**config.mk**
```make
export PLATFORM = sky130hd
export DESIGN_NAME = camera_frame_capture
export DESIGN_NICKNAME = d
export VERILOG_FILES = /design/src/rtl/cam_capture_pkg.sv /design/src/rtl/cam_byte_fifo.sv /design/src/rtl/camera_frame_capture.sv
export SDC_FILE = /design/constraint.sdc
export NUM_CORES = 1
export LEC_CHECK = 0
export ABC_CLOCK_PERIOD_IN_PS = 6400
export BUFFER_PORTS_ARGS = -buffer_cell sky130_fd_sc_hd__buf_2
export CORE_MARGIN = 2
export CORE_UTILIZATION = 65
export CTS_CLUSTER_DIAMETER = 200
export DETAILED_ROUTE_END_ITERATION = 6
export GPL_TIMING_DRIVEN = 0
export PLACE_DENSITY = 0.85
export REMOVE_ABC_BUFFERS = 1
export SETUP_SLACK_MARGIN = 0.1
export SYNTH_ARGS = -nofsm -noshare
export SYNTH_HDL_FRONTEND = slang
export SYNTH_SLANG_ARGS = --single-unit
```
**constraint.sdc**
```tcl
create_clock -name clk -period 6.4 [get_ports clk]
set_input_delay 0.32 -clock clk [delete_from_list [all_inputs] [get_ports clk]]
set_output_delay 0.32 -clock clk [all_outputs]
set_load 0.005 [all_outputs]
```
**src/rtl/cam_capture_pkg.sv**
```systemverilog
// Shared types and constants for the camera frame capture block.
package cam_capture_pkg;

  typedef enum logic [2:0] {
    ST_IDLE,
    ST_WAIT_FV_LOW,
    ST_WAIT_FV_RISE,
    ST_CAPTURE,
    ST_DRAIN
  } state_t;

  localparam int BYTE_W  = 8;
  localparam int PIX_W   = 12;
  localparam int PIX_MSB = 11;
  localparam int PIX_LSB = 4;

  function automatic logic [BYTE_W-1:0] pix_to_byte(input logic [PIX_W-1:0] pix);
    return pix[PIX_MSB:PIX_LSB];
  endfunction

endpackage

```
**src/rtl/cam_byte_fifo.sv**
```systemverilog
// First-word-fall-through byte FIFO with count-based full/empty and synchronous flush.
// A write on a full FIFO is accepted only when a read frees a slot in the same cycle.
module cam_byte_fifo #(
  parameter int DEPTH = 16,
  parameter int W     = 8
) (
  input  logic                   clk,
  input  logic                   rst_n,
  input  logic                   i_flush,
  input  logic                   i_wr_vld,
  input  logic [W-1:0]           i_wr_dat,
  output logic                   o_wr_drop,
  output logic                   o_rd_vld,
  output logic [W-1:0]           o_rd_dat,
  input  logic                   i_rd_rdy,
  output logic [$clog2(DEPTH):0] o_count
);
  localparam int AW = $clog2(DEPTH);
  localparam logic [AW:0] FULL_CNT = (AW+1)'(DEPTH);

  logic [W-1:0]  r_mem [DEPTH];
  logic [AW-1:0] r_wr_ptr;
  logic [AW-1:0] r_rd_ptr;
  logic [AW:0]   r_count;
  logic          w_full;
  logic          w_rd_fire;
  logic          w_wr_fire;

  assign w_full    = (r_count == FULL_CNT);
  assign o_rd_vld  = (r_count != '0);
  assign w_rd_fire = o_rd_vld & i_rd_rdy;
  assign w_wr_fire = i_wr_vld & (~w_full | w_rd_fire);
  assign o_wr_drop = i_wr_vld & w_full & ~w_rd_fire;
  // Gate the head so the output reads zero whenever nothing is held.
  assign o_rd_dat  = o_rd_vld ? r_mem[r_rd_ptr] : '0;
  assign o_count   = r_count;

  always_ff @(posedge clk) begin
    if (w_wr_fire && !i_flush) r_mem[r_wr_ptr] <= i_wr_dat;
  end

  always_ff @(posedge clk or negedge rst_n) begin
    if (!rst_n) begin
      r_wr_ptr <= '0;
      r_rd_ptr <= '0;
      r_count  <= '0;
    end else if (i_flush) begin
      r_wr_ptr <= '0;
      r_rd_ptr <= '0;
      r_count  <= '0;
    end else begin
      if (w_wr_fire) r_wr_ptr <= r_wr_ptr + AW'(1);
      if (w_rd_fire) r_rd_ptr <= r_rd_ptr + AW'(1);
      case ({w_wr_fire, w_rd_fire})
        2'b10:   r_count <= r_count + (AW+1)'(1);
        2'b01:   r_count <= r_count - (AW+1)'(1);
        default: r_count <= r_count;
      endcase
    end
  end

endmodule

```
**src/rtl/camera_frame_capture.sv**
```systemverilog
// Captures one armed frame from the camera 1 parallel port and streams pixel[11:4] bytes out.
// Pins -> S1 register -> write stage -> FWFT FIFO; done fires when the frame is fully drained.
module camera_frame_capture
  import cam_capture_pkg::*;
#(
  parameter int FIFO_DEPTH = 16,
  parameter int PIX_CNT_W  = 12,
  parameter int LINE_CNT_W = 11
) (
  input  logic                  clk,
  input  logic                  reset,
  input  logic                  arm,
  input  logic                  abort,
  input  logic                  camera_1_FV,
  input  logic                  camera_1_LV,
  input  logic [PIX_W-1:0]      camera_1_pixel_in,
  output logic [BYTE_W-1:0]     out_data,
  output logic                  out_valid,
  input  logic                  out_ready,
  output logic                  busy,
  output logic                  done,
  output logic                  overflow,
  output logic [LINE_CNT_W-1:0] line_count,
  output logic [PIX_CNT_W-1:0]  last_line_pixels
);
  localparam int CW = $clog2(FIFO_DEPTH) + 1;

  state_t                r_state;
  state_t                w_state_nxt;
  logic                  r_fv_s1;
  logic                  r_lv_s1;
  logic                  r_fv_prev;
  logic [PIX_W-1:0]      r_pix_s1;
  logic                  r_wr_vld;
  logic [BYTE_W-1:0]     r_wr_dat;
  logic                  r_line_open;
  logic [PIX_CNT_W-1:0]  r_pix_cnt;
  logic [PIX_CNT_W-1:0]  r_last_pix;
  logic [LINE_CNT_W-1:0] r_line_cnt;
  logic                  r_overflow;
  logic                  r_done;
  logic [PIX_CNT_W-1:0]  w_pix_base;
  logic [CW-1:0]         w_fifo_count;
  logic                  w_fifo_drop;
  logic                  w_rd_fire;
  logic                  w_arm_ok;
  logic                  w_done;
  logic                  w_pix_take;
  logic                  w_line_close;
  logic                  w_drain_empty;

  cam_byte_fifo #(.DEPTH(FIFO_DEPTH), .W(BYTE_W)) u_fifo (
    .clk       (clk),
    .rst_n     (reset),
    .i_flush   (abort),
    .i_wr_vld  (r_wr_vld),
    .i_wr_dat  (r_wr_dat),
    .o_wr_drop (w_fifo_drop),
    .o_rd_vld  (out_valid),
    .o_rd_dat  (out_data),
    .i_rd_rdy  (out_ready),
    .o_count   (w_fifo_count)
  );

  assign w_rd_fire     = out_valid & out_ready;
  // Look one handshake ahead so done lands the cycle right after the last byte leaves.
  assign w_drain_empty = ~r_wr_vld &
                         ((w_fifo_count == '0) || ((w_fifo_count == CW'(1)) && w_rd_fire));
  assign w_pix_take    = (r_state == ST_CAPTURE) & r_fv_s1 & r_lv_s1;
  assign w_line_close  = (r_state == ST_CAPTURE) & r_line_open & ~(r_fv_s1 & r_lv_s1);
  assign w_pix_base    = r_line_open ? r_pix_cnt : '0;

  always_ff @(posedge clk or negedge reset) begin
    if (!reset) r_state <= ST_IDLE;
    else        r_state <= w_state_nxt;
  end

  always_comb begin
    w_state_nxt = r_state;
    w_arm_ok    = 1'b0;
    w_done      = 1'b0;
    if (abort) begin
      w_state_nxt = ST_IDLE;
    end else begin
      case (r_state)
        ST_IDLE: if (arm) begin
          w_arm_ok    = 1'b1;
          w_state_nxt = r_fv_s1 ? ST_WAIT_FV_LOW : ST_WAIT_FV_RISE;
        end
        ST_WAIT_FV_LOW:  if (!r_fv_s1) w_state_nxt = ST_WAIT_FV_RISE;
        ST_WAIT_FV_RISE: if (r_fv_s1 && !r_fv_prev) w_state_nxt = ST_CAPTURE;
        ST_CAPTURE:      if (!r_fv_s1) w_state_nxt = ST_DRAIN;
        ST_DRAIN: if (w_drain_empty) begin
          w_done      = 1'b1;
          w_state_nxt = ST_IDLE;
        end
        default: w_state_nxt = ST_IDLE;
      endcase
    end
  end

  always_ff @(posedge clk or negedge reset) begin
    if (!reset) begin
      r_fv_s1     <= 1'b0;
      r_lv_s1     <= 1'b0;
      r_fv_prev   <= 1'b0;
      r_pix_s1    <= '0;
      r_wr_vld    <= 1'b0;
      r_wr_dat    <= '0;
      r_line_open <= 1'b0;
      r_pix_cnt   <= '0;
      r_last_pix  <= '0;
      r_line_cnt  <= '0;
      r_overflow  <= 1'b0;
      r_done      <= 1'b0;
    end else begin
      r_fv_s1   <= camera_1_FV;
      r_lv_s1   <= camera_1_LV;
      r_pix_s1  <= camera_1_pixel_in;
      r_fv_prev <= r_fv_s1;
      r_done    <= w_done;
      r_wr_vld  <= w_pix_take & ~abort;
      r_wr_dat  <= pix_to_byte(r_pix_s1);
      if (abort) begin
        r_line_open <= 1'b0;
      end else if (w_arm_ok) begin
        r_overflow  <= 1'b0;
        r_line_cnt  <= '0;
        r_last_pix  <= '0;
        r_pix_cnt   <= '0;
        r_line_open <= 1'b0;
      end else begin
        if (w_fifo_drop) r_overflow <= 1'b1;
        // Dropped pixels still count: the counter reflects the camera line, not FIFO success.
        if (w_pix_take) begin
          r_line_open <= 1'b1;
          r_pix_cnt   <= (&w_pix_base) ? w_pix_base : w_pix_base + PIX_CNT_W'(1);
        end else if (w_line_close) begin
          r_line_open <= 1'b0;
          r_last_pix  <= r_pix_cnt;
          r_line_cnt  <= (&r_line_cnt) ? r_line_cnt : r_line_cnt + LINE_CNT_W'(1);
        end
      end
    end
  end

  assign busy             = (r_state != ST_IDLE);
  assign done             = r_done;
  assign overflow         = r_overflow;
  assign line_count       = r_line_cnt;
  assign last_line_pixels = r_last_pix;

endmodule

```
==> results by group <==
Synth
  – Syn. warnings: 0
  – Top FF cell, synth: edfxtp_1
  – Synth Cell Area: 8530 sq um
  – Synth top area share: 45.1%
  – Yosys reg bits: 202
  – Commonest cells in the netlist: 128 x edfxtp_1, 74 x dfrtp_1, 48 x nand2_1
  – Mean area per synthesized cell: 14.7 sq um
  – Count leader, synth: edfxtp_1
  – Largest cells by area after synthesis: edfxtp_1 45%, dfrtp_1 22%, mux4_2 8.4%
  – Post-Synthesis Cells: 580
  – Distinct cells, synth: 62
  – Seq/Total Area, Yosys: 66.8%
  – Largest area contributor in the netlist: edfxtp_1
  – Ys async rst share: 36.6%
  – Post-synth EDFFs: 128

Status
  – Run status: finished clean

Route
  – Wirelength per Cell: 20.9 microns
  – Vias/cell: 6.30
  – Routed via count: 5150
  – 1st-pass router iterations: 5
  – # DRC: 0
  – Routed Antenna Nets: 0
  – Final wirelength: 17.1 mm
  – Initial DRC count: 409

Worst setup path
  – Crit-path most repeated cell: inv_1
  – CP max-delay cell: nor3_1
  – R2r endpoint: u_fifo.r_mem[1][0]$_DFFE_PP_
  – Endpoint class of the critical path: flip-flop
  – Crit-path max FO: 8
  – R2R Setup Slk: 3370 ps
  – FF-to-FF path depth: 7
  – Reg2reg start: u_fifo.o_count[0]$_DFFE_PN0P_
  – Crit path cell chain: inv_1 -> ha_1 -> inv_1 -> o41ai_4 -> nor2_1 -> nand2_1 -> nor3_1
  – CP startpoint kind: flip-flop
  – Setup CP Type: flip-flop to flip-flop
  – CP top delay family: simple AND/OR/NAND/NOR gates
  – Required time of the critical path: 6490 ps
  – Beginning of the critical path: u_fifo.o_count[0]$_DFFE_PN0P_
  – WP buf/inv: 2
  – Crit path arrival time: 3120 ps
  – Worst path max stage delay: 1050 ps

Die
  – I/O pin count: 54
  – Die Ht: 119 microns
  – Initial core utilization: 67.1%
  – Die X: 119 microns
  – Core Region: 12700 sq um
  – # rows: 41
  – Die ar.: 14100 sq um

Global route
  – Global-route wire length before repair: 27.4 mm
  – Total GRT Usage: 25.1%
  – Largest net degree at the start of global routing: 75
  – Antenna violations before repair: 0
  – GR Overflow Total: 0
  – Vias in the first global route: 5207

CTS
  – CTS tree: yes
  – CTS Buf Count: 20
  – Worst-skew pair later-pin latency: 490 ps
  – Clock transition at path regs: 60 ps
  – Root Driver: clkbuf_16
  – Clock Path Buffers: 3
  – Clock Sinks: 202
  – Post-CTS Setup Repair Bufs: 0
  – H-tree levels: 1
  – Post-CTS sizing: 0

Power and ir drop
  – Pleak: 0.00347 uW
  – Total power: 3270 uW
  – Power Density: 339 nW/um^2
  – Maximum VDD drop: 0.219 mV

Finish
  – Share of layout cells above drive strength 1: 18.8%
  – Area growth syn-to-layout: 13.0%
  – Final Non-Filler Cells: 817
  – # diodes: 0
  – Net count, final: 661
  – Filler Cell Count: 796

STA
  – Peak Freq: 330 MHz
  – Slew @ Worst Pin: 1330 ps
  – Tcrit/Tclk final: 47.3%
  – Clock Skew: 11.8 ps
  – Setup repair after global routing missed its margin: no
  – Setup TNS: 0 ps
  – Relative slew slack: 10.5%
  – Final hold vios: 0
  – Final setup vio count: 0
  – Min cycle time layout: 3030 ps
  – Slew Viols, Final: 0

Placement
  – Placed cell count: 770
  – Placer Congestion: 0.905
  – PortBufs: 49
  – Post-DP HPWL: 10.8 mm

Min path
  – Hold Path Class: input pin to flip-flop
  – Worst Hold Depth: 3
  – Hold_sp: out_ready
  – Hold Crit Endpoint: u_fifo.r_rd_ptr[1]$_DFFE_PN0P_

Flow run
  – Max-cap violations: 0
==> routing by layer <==
layer	global-route usage [%]	wire, microns	vias up
met5	0	0	-
met4	8.48	504	0
met3	3.62	1010	42
met2	43.5	8920	210
met1	32.9	6630	2592
li1	-	-	2306
==> layout by cell type (no fill, tap or decap), types with 6 or more instances in the layout <==
cell	Yosys	routed
o22ai_1	10	10
o21ai_0	9	9
nor3_1	9	9
clkbuf_16	0	21
or3_1	6	6
buf_2	13	48
o21ai_1	15	15
ha_1	11	11
nor2_1	47	47
a21oi_1	14	14
and3_1	6	6
nand2b_1	7	7
inv_1	11	11
nand2_1	48	48
mux4_2	32	32
mux2i_1	20	20
clkbuf_1	15	6
dlygate4sd3_1	0	11
nand3_1	19	19
dfrtp_1	74	72
xnor2_1	8	8
edfxtp_1	128	128
==> flip-flops by register name, indices dropped and copies added, names as in the netlist <==
register          cells
u_fifo.r_rd_ptr       4
u_fifo.o_count        5
u_fifo.r_wr_ptr       4
last_line_pixels     12
u_fifo.r_mem        128
r_state               3
r_wr_vld              1
r_line_open           1
r_wr_dat              8
done                  1
overflow              1
r_fv_prev             1
line_count           11
r_lv_s1               1
r_pix_s1              8
r_pix_cnt            12
r_fv_s1               1
==> worst max-delay path by stage <==
stage               slack [ps]  cells after the start                           end
finish                    3370                      7  u_fifo.r_mem[1][0]$_DFFE_PP_
global route              3190                      7  u_fifo.r_mem[1][7]$_DFFE_PP_
CTS                       3420                      7  u_fifo.r_mem[1][7]$_DFFE_PP_
detailed placement        3450                      7  u_fifo.r_mem[1][3]$_DFFE_PP_
global placement          3000                      4                   out_data[6]
floorplan                 3760                      3                   out_data[6]
==> power by group <==
part	internal [uW]	switching (uW)
clock	722	459
combinational	292	279
sequential	1420	99.9
==> per-stage QoR <==
step | cell area [sq um] | hold WS [ps] | setup WS (ps) | util, %
after global routing | 9640 | 210 | 3190 | 75.8
after CTS | 9640 | 158 | 3420 | 75.8
after floorplan | 8380 | 24.4 | 3760 | -
after global placement | 8840 | 334 | 3000 | 69.5
final | 9640 | 174 | 3370 | 75.8
after detailed placement | 8860 | 335 | 3450 | 69.7
==> repair_timing <==
| item | in CTS | in global routing |
|---|---|---|
| setup endpoints to repair | 0 | 0 |
| hold endpoints to repair | 20 | 0 |
| hold buffers | 11 | 0 |
==> logic make-up (layout without fill, tap and decap cells) <==
| kind of cell | count (synthesis) | count (layout) | share of synthesized area (%) |
|---|---|---|---|
| AO/OA/AOI/OAI | 82 | 82 | 6.41 |
| XOR/XNOR | 12 | 12 | 1.23 |
| adder cells (fa/ha/maj) | 11 | 11 | 1.61 |
| buffers and inverters | 43 | 108 | 2.26 |
| flip-flops | 202 | 202 | 66.8 |
| multiplexers | 53 | 53 | 10.9 |
| AND/OR/NAND/NOR | 177 | 177 | 10.8 |
==> worst register-to-register path: cells and delay by family, from the launching register on <==
family	cells	cell delay (ps)
adders and majority gates	1	260
DFF	1	460
AOI/OAI and AO/OA	1	130
and+or+nand+nor	3	1540
buffers and inverters	2	240
==> cell type report <==
type | count | area (sq um) | share of cell area, %
clock buffers | 27 | 548 | 5.68
multi-input cells | 335 | 2640 | 27.4
flip-flops and latches | 202 | 5700 | 59.1
well taps | 172 | 215 | 2.23
repair buffers | 61 | 378 | 3.92
inverters | 11 | 41.3 | 0.428
clock inverters | 9 | 120 | 1.25
(Power assumes the default switching activity.)
